[src/rtl/cmd_seq_pkg.sv]
// cmd_seq_pkg: shared types and constants for the command sequencer.
package cmd_seq_pkg;

    typedef enum logic [2:0] {
        IDLE,
        ISSUE,
        WAIT_SENT,
        WAIT_RESP,
        CHECK,
        ERR
    } state_e;

    typedef enum logic [1:0] {
        EC_NONE = 2'b00,
        EC_RESP = 2'b01,
        EC_TMO  = 2'b10,
        EC_OVF  = 2'b11
    } err_code_e;

    localparam int unsigned CMD_W       = 16;
    localparam logic [7:0]  ACK_DEFAULT = 8'hA5;

    localparam logic [3:0] OP_CAL  = 4'h2;
    localparam logic [3:0] OP_MOVE = 4'h4;
    localparam logic [3:0] OP_TOUR = 4'h6;

    function automatic logic [3:0] opcode_of(input logic [CMD_W-1:0] c);
        return c[15:12];
    endfunction

endpackage

[src/rtl/cmd_fifo.sv]
// cmd_fifo: DEPTH x WIDTH queue with wrap-around pointers (extra MSB)
// and a single-cycle flush.
module cmd_fifo #(
    parameter int unsigned DEPTH = 8,
    parameter int unsigned WIDTH = 16
) (
    input  logic             clk,
    input  logic             rst_n,
    input  logic             push_i,
    input  logic             pop_i,
    input  logic             flush_i,
    input  logic [WIDTH-1:0] wdata_i,
    output logic [WIDTH-1:0] rdata_o,
    output logic             full_o,
    output logic             empty_o
);
    localparam int unsigned AW = $clog2(DEPTH);

    logic [WIDTH-1:0] mem_q [DEPTH];
    logic [AW:0]      wptr_q, wptr_d;
    logic [AW:0]      rptr_q, rptr_d;
    logic             do_push, do_pop;

    assign full_o  = (wptr_q[AW] != rptr_q[AW]) &&
                     (wptr_q[AW-1:0] == rptr_q[AW-1:0]);
    assign empty_o = (wptr_q == rptr_q);
    assign do_push = push_i && !full_o && !flush_i;
    assign do_pop  = pop_i && !empty_o && !flush_i;
    assign rdata_o = mem_q[rptr_q[AW-1:0]];

    always_comb begin
        wptr_d = wptr_q;
        rptr_d = rptr_q;
        if (flush_i) begin
            rptr_d = wptr_q;
        end else begin
            if (do_push) wptr_d = wptr_q + (AW+1)'(1);
            if (do_pop)  rptr_d = rptr_q + (AW+1)'(1);
        end
    end

    always_ff @(posedge clk or negedge rst_n) begin
        if (!rst_n) begin
            wptr_q <= '0;
            rptr_q <= '0;
        end else begin
            wptr_q <= wptr_d;
            rptr_q <= rptr_d;
        end
    end

    always_ff @(posedge clk) begin
        if (do_push) mem_q[wptr_q[AW-1:0]] <= wdata_i;
    end

endmodule

[src/rtl/cmd_sequencer.sv]
// cmd_sequencer: issues queued commands over a link, checks ACK, times out.
// Define CMD_SEQ_RETRY_EN to re-issue a failed command once before ERR.
module cmd_sequencer
    import cmd_seq_pkg::*;
#(
    parameter int unsigned DEPTH   = 8,
    parameter int unsigned TIMEOUT = 80_000_000,
    parameter logic [7:0]  ACK     = ACK_DEFAULT
) (
    input  logic        clk,
    input  logic        rst_n,
    input  logic        wr_en,
    input  logic [15:0] wr_cmd,
    input  logic        start,
    input  logic        abort,
    output logic [15:0] cmd,
    output logic        send_cmd,
    input  logic        cmd_sent,
    input  logic        resp_rdy,
    input  logic [7:0]  resp,
    output logic        busy,
    output logic        done,
    output logic        err,
    output logic [1:0]  err_code,
    output logic        full,
    output logic        empty,
    output logic [4:0]  cmds_done
);
    localparam int unsigned   CW       = $clog2(TIMEOUT + 1);
    localparam logic [CW-1:0] TMO_LAST = CW'(TIMEOUT - 1);

    state_e      state_q, state_d;
    err_code_e   code_q, code_d, fail_code;
    logic [15:0] cmd_q, cmd_d, head;
    logic [CW-1:0] cnt_q, cnt_d;
    logic [4:0]  cdone_q, cdone_d;
    logic [7:0]  resp_q, resp_d;
    logic        send_q, send_d;
    logic        done_q, done_d;
    logic        err_q, err_d;
    logic        rdy_q;
    logic        push, pop, flush, issue, fail;
    logic        rdy_edge, tmo;
`ifdef CMD_SEQ_RETRY_EN
    logic        retry_q, retry_d;
`endif

    cmd_fifo #(
        .DEPTH (DEPTH),
        .WIDTH (CMD_W)
    ) u_fifo (
        .clk     (clk),
        .rst_n   (rst_n),
        .push_i  (push),
        .pop_i   (pop),
        .flush_i (flush),
        .wdata_i (wr_cmd),
        .rdata_o (head),
        .full_o  (full),
        .empty_o (empty)
    );

    assign push     = wr_en && !abort;
    assign rdy_edge = resp_rdy && !rdy_q;
    assign tmo      = (cnt_q >= TMO_LAST);

    always_comb begin
        state_d   = state_q;
        cmd_d     = cmd_q;
        send_d    = 1'b0;
        done_d    = 1'b0;
        err_d     = err_q;
        code_d    = code_q;
        cnt_d     = cnt_q;
        cdone_d   = cdone_q;
        resp_d    = resp_q;
        pop       = 1'b0;
        flush     = 1'b0;
        issue     = 1'b0;
        fail      = 1'b0;
        fail_code = EC_NONE;
`ifdef CMD_SEQ_RETRY_EN
        retry_d   = retry_q;
`endif

        unique case (state_q)
            IDLE, ERR: begin
                if (start) begin
                    err_d   = 1'b0;
                    code_d  = EC_NONE;
                    cdone_d = '0;
                    if (empty) begin
                        state_d = IDLE;
                        done_d  = 1'b1;
                    end else begin
                        state_d = ISSUE;
                    end
                end
            end
            ISSUE: issue = 1'b1;
            WAIT_SENT: begin
                cnt_d = cnt_q + CW'(1);
                if (tmo) begin
                    fail      = 1'b1;
                    fail_code = EC_TMO;
                end else if (cmd_sent) begin
                    state_d = WAIT_RESP;
                end
            end
            WAIT_RESP: begin
                cnt_d = cnt_q + CW'(1);
                if (rdy_edge) begin
                    resp_d  = resp;
                    state_d = CHECK;
                end else if (tmo) begin
                    fail      = 1'b1;
                    fail_code = EC_TMO;
                end
            end
            CHECK: begin
                if (resp_q == ACK) begin
                    if (cdone_q != 5'd31) cdone_d = cdone_q + 5'd1;
                    if (empty) begin
                        state_d = IDLE;
                        done_d  = 1'b1;
                    end else begin
                        issue = 1'b1;
                    end
                end else begin
                    fail      = 1'b1;
                    fail_code = EC_RESP;
                end
            end
            default: state_d = IDLE;
        endcase

        // Back-to-back issue straight from CHECK keeps a 2-cycle turnaround.
        if (issue) begin
            pop     = 1'b1;
            cmd_d   = head;
            send_d  = 1'b1;
            cnt_d   = '0;
            state_d = WAIT_SENT;
        end

`ifdef CMD_SEQ_RETRY_EN
        if (issue) retry_d = 1'b0;
        if (fail && !retry_q) begin
            retry_d = 1'b1;
            send_d  = 1'b1;
            cnt_d   = '0;
            state_d = WAIT_SENT;
        end else if (fail) begin
            state_d = ERR;
            err_d   = 1'b1;
            code_d  = fail_code;
        end
`else
        if (fail) begin
            state_d = ERR;
            err_d   = 1'b1;
            code_d  = fail_code;
        end
`endif

        if (wr_en && full) begin
            err_d  = 1'b1;
            code_d = EC_OVF;
        end

        if (abort) begin
            state_d = IDLE;
            cmd_d   = cmd_q;
            send_d  = 1'b0;
            done_d  = 1'b0;
            err_d   = err_q;
            code_d  = code_q;
            cdone_d = cdone_q;
            cnt_d   = '0;
            pop     = 1'b0;
            flush   = 1'b1;
        end
    end

    always_ff @(posedge clk or negedge rst_n) begin
        if (!rst_n) begin
            state_q <= IDLE;
            cmd_q   <= '0;
            send_q  <= 1'b0;
            done_q  <= 1'b0;
            err_q   <= 1'b0;
            code_q  <= EC_NONE;
            cnt_q   <= '0;
            cdone_q <= '0;
            resp_q  <= '0;
            rdy_q   <= 1'b0;
        end else begin
            state_q <= state_d;
            cmd_q   <= cmd_d;
            send_q  <= send_d;
            done_q  <= done_d;
            err_q   <= err_d;
            code_q  <= code_d;
            cnt_q   <= cnt_d;
            cdone_q <= cdone_d;
            resp_q  <= resp_d;
            rdy_q   <= resp_rdy;
        end
    end

`ifdef CMD_SEQ_RETRY_EN
    always_ff @(posedge clk or negedge rst_n) begin
        if (!rst_n) retry_q <= 1'b0;
        else        retry_q <= retry_d;
    end
`endif

    assign cmd       = cmd_q;
    assign send_cmd  = send_q;
    assign done      = done_q;
    assign err       = err_q;
    assign err_code  = code_q;
    assign cmds_done = cdone_q;
    assign busy      = (state_q == ISSUE) || (state_q == WAIT_SENT) ||
                       (state_q == WAIT_RESP) || (state_q == CHECK);

endmodule
[config.mk]
export PLATFORM = sky130hd
export DESIGN_NAME = cmd_sequencer
export DESIGN_NICKNAME = d
export VERILOG_FILES = /design/src/rtl/cmd_seq_pkg.sv /design/src/rtl/cmd_fifo.sv /design/src/rtl/cmd_sequencer.sv
export SDC_FILE = /design/constraint.sdc
export NUM_CORES = 1
export LEC_CHECK = 0
export CAP_MARGIN = 30
export CORE_MARGIN = 2
export CORE_UTILIZATION = 50
export DETAILED_ROUTE_END_ITERATION = 10
export MAX_ROUTING_LAYER = met4
export PLACE_DENSITY = 0.7
export SYNTH_ARGS = -nofsm -noshare
export SYNTH_HDL_FRONTEND = slang
export SYNTH_SLANG_ARGS = --single-unit
[constraint.sdc]
create_clock -name clk -period 3.47 [get_ports clk]
set_input_delay 0.694 -clock clk [delete_from_list [all_inputs] [get_ports clk]]
set_output_delay 0.694 -clock clk [all_outputs]
set_load 0.02 [all_outputs]
==> impl_results.md, run 1 <==
* Slowest stage cell, crit path: sky130_fd_sc_hd__clkdlybuf4s50_1
* Share of total power in combinational logic at 29.2%
* Hold buffer count at cts at 0
* TritonCTS clock tree: yes
* Post-Route Setup TNS at 0 ns
* Crit path buffers/inverters at 1
* Global-route usage over all layers at 20.1%
* Total of fill cells in the finished design at 1,268
* Switching share of total power at 29.0%
* Initial core utilization at 51.3%
* Number of diodes at 0
* Global placement routability congestion at 0.880
* Register bit total from synthesis at 201
* Number of levels the H-tree was split into at 1
* Data arrival time at the worst-slack endpoint at 2.56 ns
* Post-Route M1 WL at 7130 µm
* Core Footprint at 16,600 µm²
* Synthesized netlist net count at 573
* DP HPWL at 10,200 µm
* Dominant delay contributor by cell family on the critical path: buffers and inverters
* Detailed route wirelength on metal3 at 797 µm
* Net count of the finished layout at 653
* Number of rows created at floorplan at 47
* Worst Setup Start Kind: flip-flop
* Internal power at 5.43 mW
* Net load switching power at 2.22 mW
* Power density over the cells at 755 nW/µm²
* Fraction of final layout cells sized beyond drive strength 1 at 22.2%
* Tightest Pin Transition at 0.736 ns
* Met2 WL post-DR at 8340 µm
* Chip width at 134 µm
* Leakage component of the power at 3.72 nW
* Final core utilization at 61.1%
* CTS resizes at 0
* Final wirelength at 16,600 µm
* Area growth from synthesis to layout at 19.0%
* Area of the die at 18,100 µm²
* Via count of the first global-routing pass at 5,118
* Max capacitance violation total at 0
* Final hold vios at 0
* Remaining global-route overflow at 0
* Post-DRT Antenna Nets at 0
* I/O Buffers at 59
* Cell taking the most area after synthesis: sky130_fd_sc_hd__edfxtp_1
* Class of the tightest hold or removal check: primary input to asynchronous set/reset pin
* Worst path max stage delay at 0.73 ns
* Kind of end point of the critical path: primary output
* Routed vias at 4,845
* Sequential fraction of the synthesis area at 66.6%
* Synth cell types at 52
* Antenna violations before repair at 0
* Max IR drop VDD at 0.538 mV
* Crit path max fanout at 10
* Number of cells after detailed placement at 813
* Hold Worst Slack at 0.0729 ns
* I/O pin cnt at 60
* Final period utilization at 93.9%
* Top cells by area in the synthesized netlist: sky130_fd_sc_hd__edfxtp_1, sky130_fd_sc_hd__dfrtp_1, sky130_fd_sc_hd__mux4_2, sky130_fd_sc_hd__mux2_2, sky130_fd_sc_hd__xor2_1
* Post-CTS setup buffer count at 0
* Average wire per standard cell at 19.5 µm
* Worst r2r src: u_fifo.wptr_q[0]
* Combined area of all synthesized cells at 8510 µm²
* Number of standard cells in the final layout excluding fillers at 852
* Total number of clock tree sinks at 201
* Number of enable-type register cells in the synthesized netlist at 128
* Clock tree buffer depth at 3
* Result of the run: complete, no violations
* Most common cell after layout, fill and taps aside: sky130_fd_sc_hd__edfxtp_1
* Die height at 134 µm
* Largest net degree at the start of global routing at 74
* Total of endpoints with negative setup slack in the final report at 0
* Cells along the critical path: xor2_1, nor4_1, clkdlybuf4s50_1
* Commonest cells after routing, fill and taps aside: sky130_fd_sc_hd__edfxtp_1, sky130_fd_sc_hd__dfrtp_1, sky130_fd_sc_hd__clkdlybuf4s50_1, sky130_fd_sc_hd__nor2_1, sky130_fd_sc_hd__mux2_2
* Clock root buffer master: sky130_fd_sc_hd__clkbuf_16
* Commonest register cell after synthesis: sky130_fd_sc_hd__edfxtp_1
* DRC viols at 0
* Global-route wire length before repair at 27,500 µm
* Clock Latency Late Sink at 0.50 ns
* Data required time of the worst path at 2.78 ns
* Top-area cell type share of the netlist area at 45.2%
* Final worst path period need at 3.26 ns
* Synth Area per Inst at 15.9 µm²
* Final count of pins violating max slew at 0
* Vias per cell at 5.69
* Fraction of power consumed by sequential logic at 41.1%
* Warning count from the yosys run at 0
* Worst clock skew at 0.00915 ns
* Worst relative slew slack at 50.6%
* Maximum clock frequency at 307 MHz
* Number of detailed-routing iterations run before antenna repair at 5
* Launching instance or port of the critical path: u_fifo.wptr_q[0]
* Top sig layer: met4
* Unrepaired setup endpoints after global routing: false
* Clock slew seen by the registers of the worst setup and hold paths at 0.06 ns
* Number of cells produced by synthesis at 537
* Async set or reset register ratio after synthesis at 36.3%
* Clock buffers created by TritonCTS at 21
* Path type of the worst setup path: flip-flop to primary output
* Proportion of power drawn by the clock network at 29.7%
* DRT iter0 DRCs at 298
==> logic make-up (layout without fill, tap and decap cells) <==
kind of cell / count (synthesis) / count (layout) / synth area share, %
adders and majority gates: 5 / 5 / 0.735
and+or+nand+nor: 144 / 144 / 8.98
buffers and inverters: 31 / 126 / 1.91
xor gates and xnor gates: 36 / 36 / 3.70
muxes: 77 / 77 / 14.8
AOI/OAI and AO/OA: 43 / 43 / 3.28
DFF: 201 / 201 / 66.6
==> power groups by stage <==
stage	sequential (mW)	clock [mW]	combinational, mW
after global placement	3.16	0	2.22
after floorplan	3.24	0	1.48
after detailed placement	3.18	0	2.25
final	3.14	2.27	2.23
after global routing	3.18	2.42	2.43
after CTS	3.14	2.31	2.27
==> synth_stat cells, drive strengths merged, types with 4 or more instances <==
library cell  count
buf              12
nand2b            5
clkbuf           11
a21oi             8
inv               8
nor3              9
and4              4
dfrtp            73
nand4            12
mux2             42
nor4              7
and3             10
xnor2            16
nor2b             5
mux4             32
nor2             41
ha                5
nand3            11
xor2             20
o21ai            14
nand2            24
edfxtp          128
a31oi             4
==> state kept, by name, indices dropped and copies added, names as in the netlist, 2 cells and up <==
| register | flops |
|---|---|
| err_code | 2 |
| u_fifo.mem_q | 128 |
| u_fifo.rptr_q | 4 |
| u_fifo.wptr_q | 4 |
| resp_q | 8 |
| cnt_q | 27 |
| state_q | 3 |
| cmd | 16 |
| cmds_done | 5 |
==> routing by layer <==
| metal | track usage [%] | vias up |
|---|---|---|
| li1 | - | 2214 |
| met1 | 26.6 | 2467 |
| met5 | - | - |
| met2 | 32.8 | 135 |
| met3 | 3.53 | 29 |
| met4 | 5.20 | 0 |
==> area by class of cell <==
class,instances,area [µm²],area share (%)
sequential,201,5670,56.0
multi-input combinational,305,2690,26.6
timing repair buffer,80,766,7.56
clock buffer,26,554,5.47
tap,220,275,2.72
clock inverter,12,141,1.40
inverter,8,30.0,0.297
==> path summary, 6_finish.rpt <==
kind | end | slack, ns | cells past startpoint
min in group clk | resp_q[7] | 0.50 | 1
max reg2reg | cmd[0] | 1.00 | 6
min reg2reg | resp_q[7] | 0.50 | 1
max | full | 0.21 | 3
min | cnt_q[4] | 0.07 | 1
max in group asynchronous | u_fifo.rptr_q[0] | 2.82 | 2
==> stage by stage <==
stage / area (µm²) / total power, mW / worst slack (ns)
global route: 10100 / 8.04 / 0.111
detailed placement: 9400 / 5.44 / 0.768
CTS: 10100 / 7.73 / 0.227
global placement: 9400 / 5.38 / 0.800
floorplan: 8510 / 4.72 / 0.294
finish: 10100 / 7.64 / 0.212
(Power assumes the default switching activity.)
==> run 2, diff against run 1 <==
--- a/config.mk
+++ b/config.mk
@@ -5,12 +5,14 @@
 export SDC_FILE = /design/constraint.sdc
 export NUM_CORES = 1
 export LEC_CHECK = 0
+export ABC_AREA = 1
 export CAP_MARGIN = 30
 export CORE_MARGIN = 2
 export CORE_UTILIZATION = 50
 export DETAILED_ROUTE_END_ITERATION = 10
 export MAX_ROUTING_LAYER = met4
-export PLACE_DENSITY = 0.7
+export PLACE_DENSITY = 0.69
+export SKIP_CTS_REPAIR_TIMING = 1
 export SYNTH_ARGS = -nofsm -noshare
 export SYNTH_HDL_FRONTEND = slang
 export SYNTH_SLANG_ARGS = --single-unit
==> run 2 against run 1 <==
Compared with the run above: clock power about the same; flip-flop and latch count did not move; clock skew rose by 0.013 ns; synthesized cell count rose by 61%; routed wire length grew 21%; area after synthesis up 6.0%; critical endpoint is now empty; largest cell class unchanged.
==> impl_results.md, run 2 <==
* Area growth from synthesis to layout at 17.7%
* Final count of pins violating max slew at 0
* Number of levels the H-tree was split into at 1
* Path type of the worst setup path: flip-flop to primary output
* Average wire per standard cell at 17.1 µm
* Number of cells after detailed placement at 1,138
* DRC viols at 0
* Initial core utilization at 50.6%
* Post-Route Setup TNS at 0 ns
* Final WS setup at 0.356 ns
* Fin area at 10,600 µm²
* Main combinational cell family by area after synthesis: simple AND/OR/NAND/NOR gates
* Number of flip-flops under the largest register name at 128
* Combined area of all synthesized cells at 9020 µm²
* Commonest cells after routing, fill and taps aside: sky130_fd_sc_hd__nand2_1, sky130_fd_sc_hd__nor2_1, sky130_fd_sc_hd__edfxtp_1, sky130_fd_sc_hd__o21ai_0, sky130_fd_sc_hd__dfrtp_1
* Final period utilization at 89.7%
* Most common cell after layout, fill and taps aside: sky130_fd_sc_hd__nand2_1
* Global-route wire length before repair at 31,900 µm
* TritonCTS clock tree: yes
* Power density over the cells at 747 nW/µm²
* Top-area cell type share of the netlist area at 42.6%
* Fraction of final layout cells sized beyond drive strength 1 at 10.5%
* I/O pin cnt at 60
* Crit path max fanout at 26
* Final worst path period need at 3.11 ns
* Warning count from the yosys run at 0
* Register bit total from synthesis at 201
* Data arrival time at the worst-slack endpoint at 2.42 ns
* Xor and xnor area share after synthesis at 1.94%
* Clock tree buffer depth at 3
* Dpl cell area at 9900 µm²
* Max capacitance violation total at 0
* Worst relative slew slack at 40.8%
* Routed vias at 6,460
* Clock slew seen by the registers of the worst setup and hold paths at 0.06 ns
* DRT iter0 DRCs at 516
* Number of enable-type register cells in the synthesized netlist at 128
* Number of detailed-routing iterations run before antenna repair at 5
* Sequential fraction of the synthesis area at 62.8%
* Endpoint of the worst-slack reg-to-reg timing path: cmd[15]
* Post-DRT Antenna Nets at 0
* Placement-stage worst setup slack at 0.880 ns
* Vias per cell at 5.48
* Synth cell types at 43
* Result of the run: complete, no violations
* Cells along the critical path: xnor2_1, nand4_1, inv_1, clkdlybuf4s50_1
* Worst path max stage delay at 0.65 ns
* Max IR drop VDD at 0.471 mV
* Net count of the finished layout at 969
* Maximum clock frequency at 321 MHz
* Worst r2r src: u_fifo.rptr_q[1]
* Number of cells produced by synthesis at 866
* Most frequent cell after synthesis: sky130_fd_sc_hd__nand2_1
* Total number of clock tree sinks at 201
* Top cell types by occurrence after synthesis: sky130_fd_sc_hd__nand2_1, sky130_fd_sc_hd__nor2_1, sky130_fd_sc_hd__edfxtp_1
* Worst Setup Start Kind: flip-flop
* Setup slack, reg-to-reg at 1.16 ns
* Cell taking the most area after synthesis: sky130_fd_sc_hd__edfxtp_1
* Number of rows created at floorplan at 49
* I/O Buffers at 59
* Clock Latency Late Sink at 0.52 ns
* Share of cell area taken by muxes after synthesis at 0.749%
* Global placement routability congestion at 0.940
* Slowest stage cell, crit path: sky130_fd_sc_hd__dfrtp_2
* Unrepaired setup endpoints after global routing: false
* Class of the tightest hold or removal check: primary input to asynchronous set/reset pin
* Length in cells of the worst reg-to-reg path at 8
* Antenna violations before repair at 0
* Adder-cell share of the synthesized area at 0.693%
* Largest net degree at the start of global routing at 66
* Leakage component of the power at 3.95 nW
* Kind of end point of the critical path: primary output
* Clock root buffer master: sky130_fd_sc_hd__clkbuf_16
* Remaining global-route overflow at 0
* Synthesized netlist net count at 902
* Global-route usage over all layers at 21.3%
* Worst clock skew at 0.0220 ns
* Clock buffers created by TritonCTS at 22
* Final wirelength at 20,200 µm
* DP HPWL at 12,800 µm
* Compound-cell area share of the yosys netlist at 10.1%
* Top cells by area in the synthesized netlist: sky130_fd_sc_hd__edfxtp_1, sky130_fd_sc_hd__dfrtp_1, sky130_fd_sc_hd__nand2_1, sky130_fd_sc_hd__nor2_1, sky130_fd_sc_hd__o21ai_0
* Total of endpoints with negative setup slack in the final report at 0
* Number of standard cells in the final layout excluding fillers at 1,178
* Area of the die at 19,100 µm²
* Die height at 138 µm
* Final hold vios at 0
* Number of diodes at 0
* Synth Area in Simple Gates at 19.2%
* Tightest Pin Transition at 0.887 ns
* Via count of the first global-routing pass at 6,032
* Crit path buffers/inverters at 2
* Dominant delay contributor by cell family on the critical path: buffers and inverters
* Synth Area per Inst at 10.4 µm²
* Core Footprint at 17,800 µm²
* Chip width at 138 µm
* Async set or reset register ratio after synthesis at 36.3%
* Commonest register cell after synthesis: sky130_fd_sc_hd__edfxtp_1
* Power Total at 7.93 mW
* Data required time of the worst path at 2.78 ns
==> run 2: cell types whose count changed after synthesis, moves of 13 or more <==
cell                      before  now
sky130_fd_sc_hd__nor2_1       41  131
sky130_fd_sc_hd__xnor2_1      16    3
sky130_fd_sc_hd__inv_1         8   47
sky130_fd_sc_hd__o21a_1        0   17
sky130_fd_sc_hd__mux4_2       32    0
sky130_fd_sc_hd__o21ai_0      14   89
sky130_fd_sc_hd__nand3_1      11   54
sky130_fd_sc_hd__nand2_1      24  133
sky130_fd_sc_hd__o22ai_1       0   33
sky130_fd_sc_hd__mux2_2       33    6
==> run 2: final cells by class <==
type,instances,area [µm²]
repair buffers,77,768
fillers,1461,7220
well taps,229,287
flip-flops and latches,201,5670
inverters,58,225
clock inverters,10,119
clock buffers,30,601
multi-input cells,573,2950
==> run 2: kinds of logic (layout without fill, tap and decap cells) <==
family                   Yosys count  count (layout)
AND/OR/NAND/NOR                  382             382
AO/OA/AOI/OAI                    160             160
XOR/XNOR                          20              20
flip-flops                       201             201
adder cells (fa/ha/maj)            5               5
buffers and inverters             92             175
multiplexers                       6               6
==> run 2: power by group <==
group	internal [mW]	switching [mW]	leakage (nW)
Clock	1.37	0.920	0.348
Combinational	0.920	1.58	1.51
Sequential	2.90	0.242	2.10
Total	5.19	2.74	3.95
==> run 2: how the worst max path moves through the flow <==
stage / start / to / depth (start not counted)
after floorplan: u_fifo.rptr_q[1] / u_fifo.mem_q[0][0] / 7
after global placement: u_fifo.rptr_q[0] / empty / 4
after detailed placement: u_fifo.rptr_q[0] / empty / 4
after CTS: u_fifo.rptr_q[0] / empty / 4
after global routing: u_fifo.rptr_q[0] / empty / 4
final: u_fifo.rptr_q[0] / empty / 4
==> run 2: layer usage <==
| metal | GRT usage [%] | routed length (µm) | share of wire, % |
|---|---|---|---|
| met1 | 29.3 | 8960 | 44 |
| met2 | 33.8 | 9610 | 48 |
| met3 | 2.60 | 1140 | 5.6 |
| met4 | 6.55 | 462 | 2.3 |
| met5 | - | 0 | 0 |
==> run 2: per-stage QoR <==
stage | util (%) | hold slack, ns
floorplan | - | 0.398
global placement | 55.2 | 0.474
detailed placement | 55.5 | 0.479
CTS | 59.5 | -0.00563
global route | 59.5 | 0.00458
finish | 59.5 | 0.00790
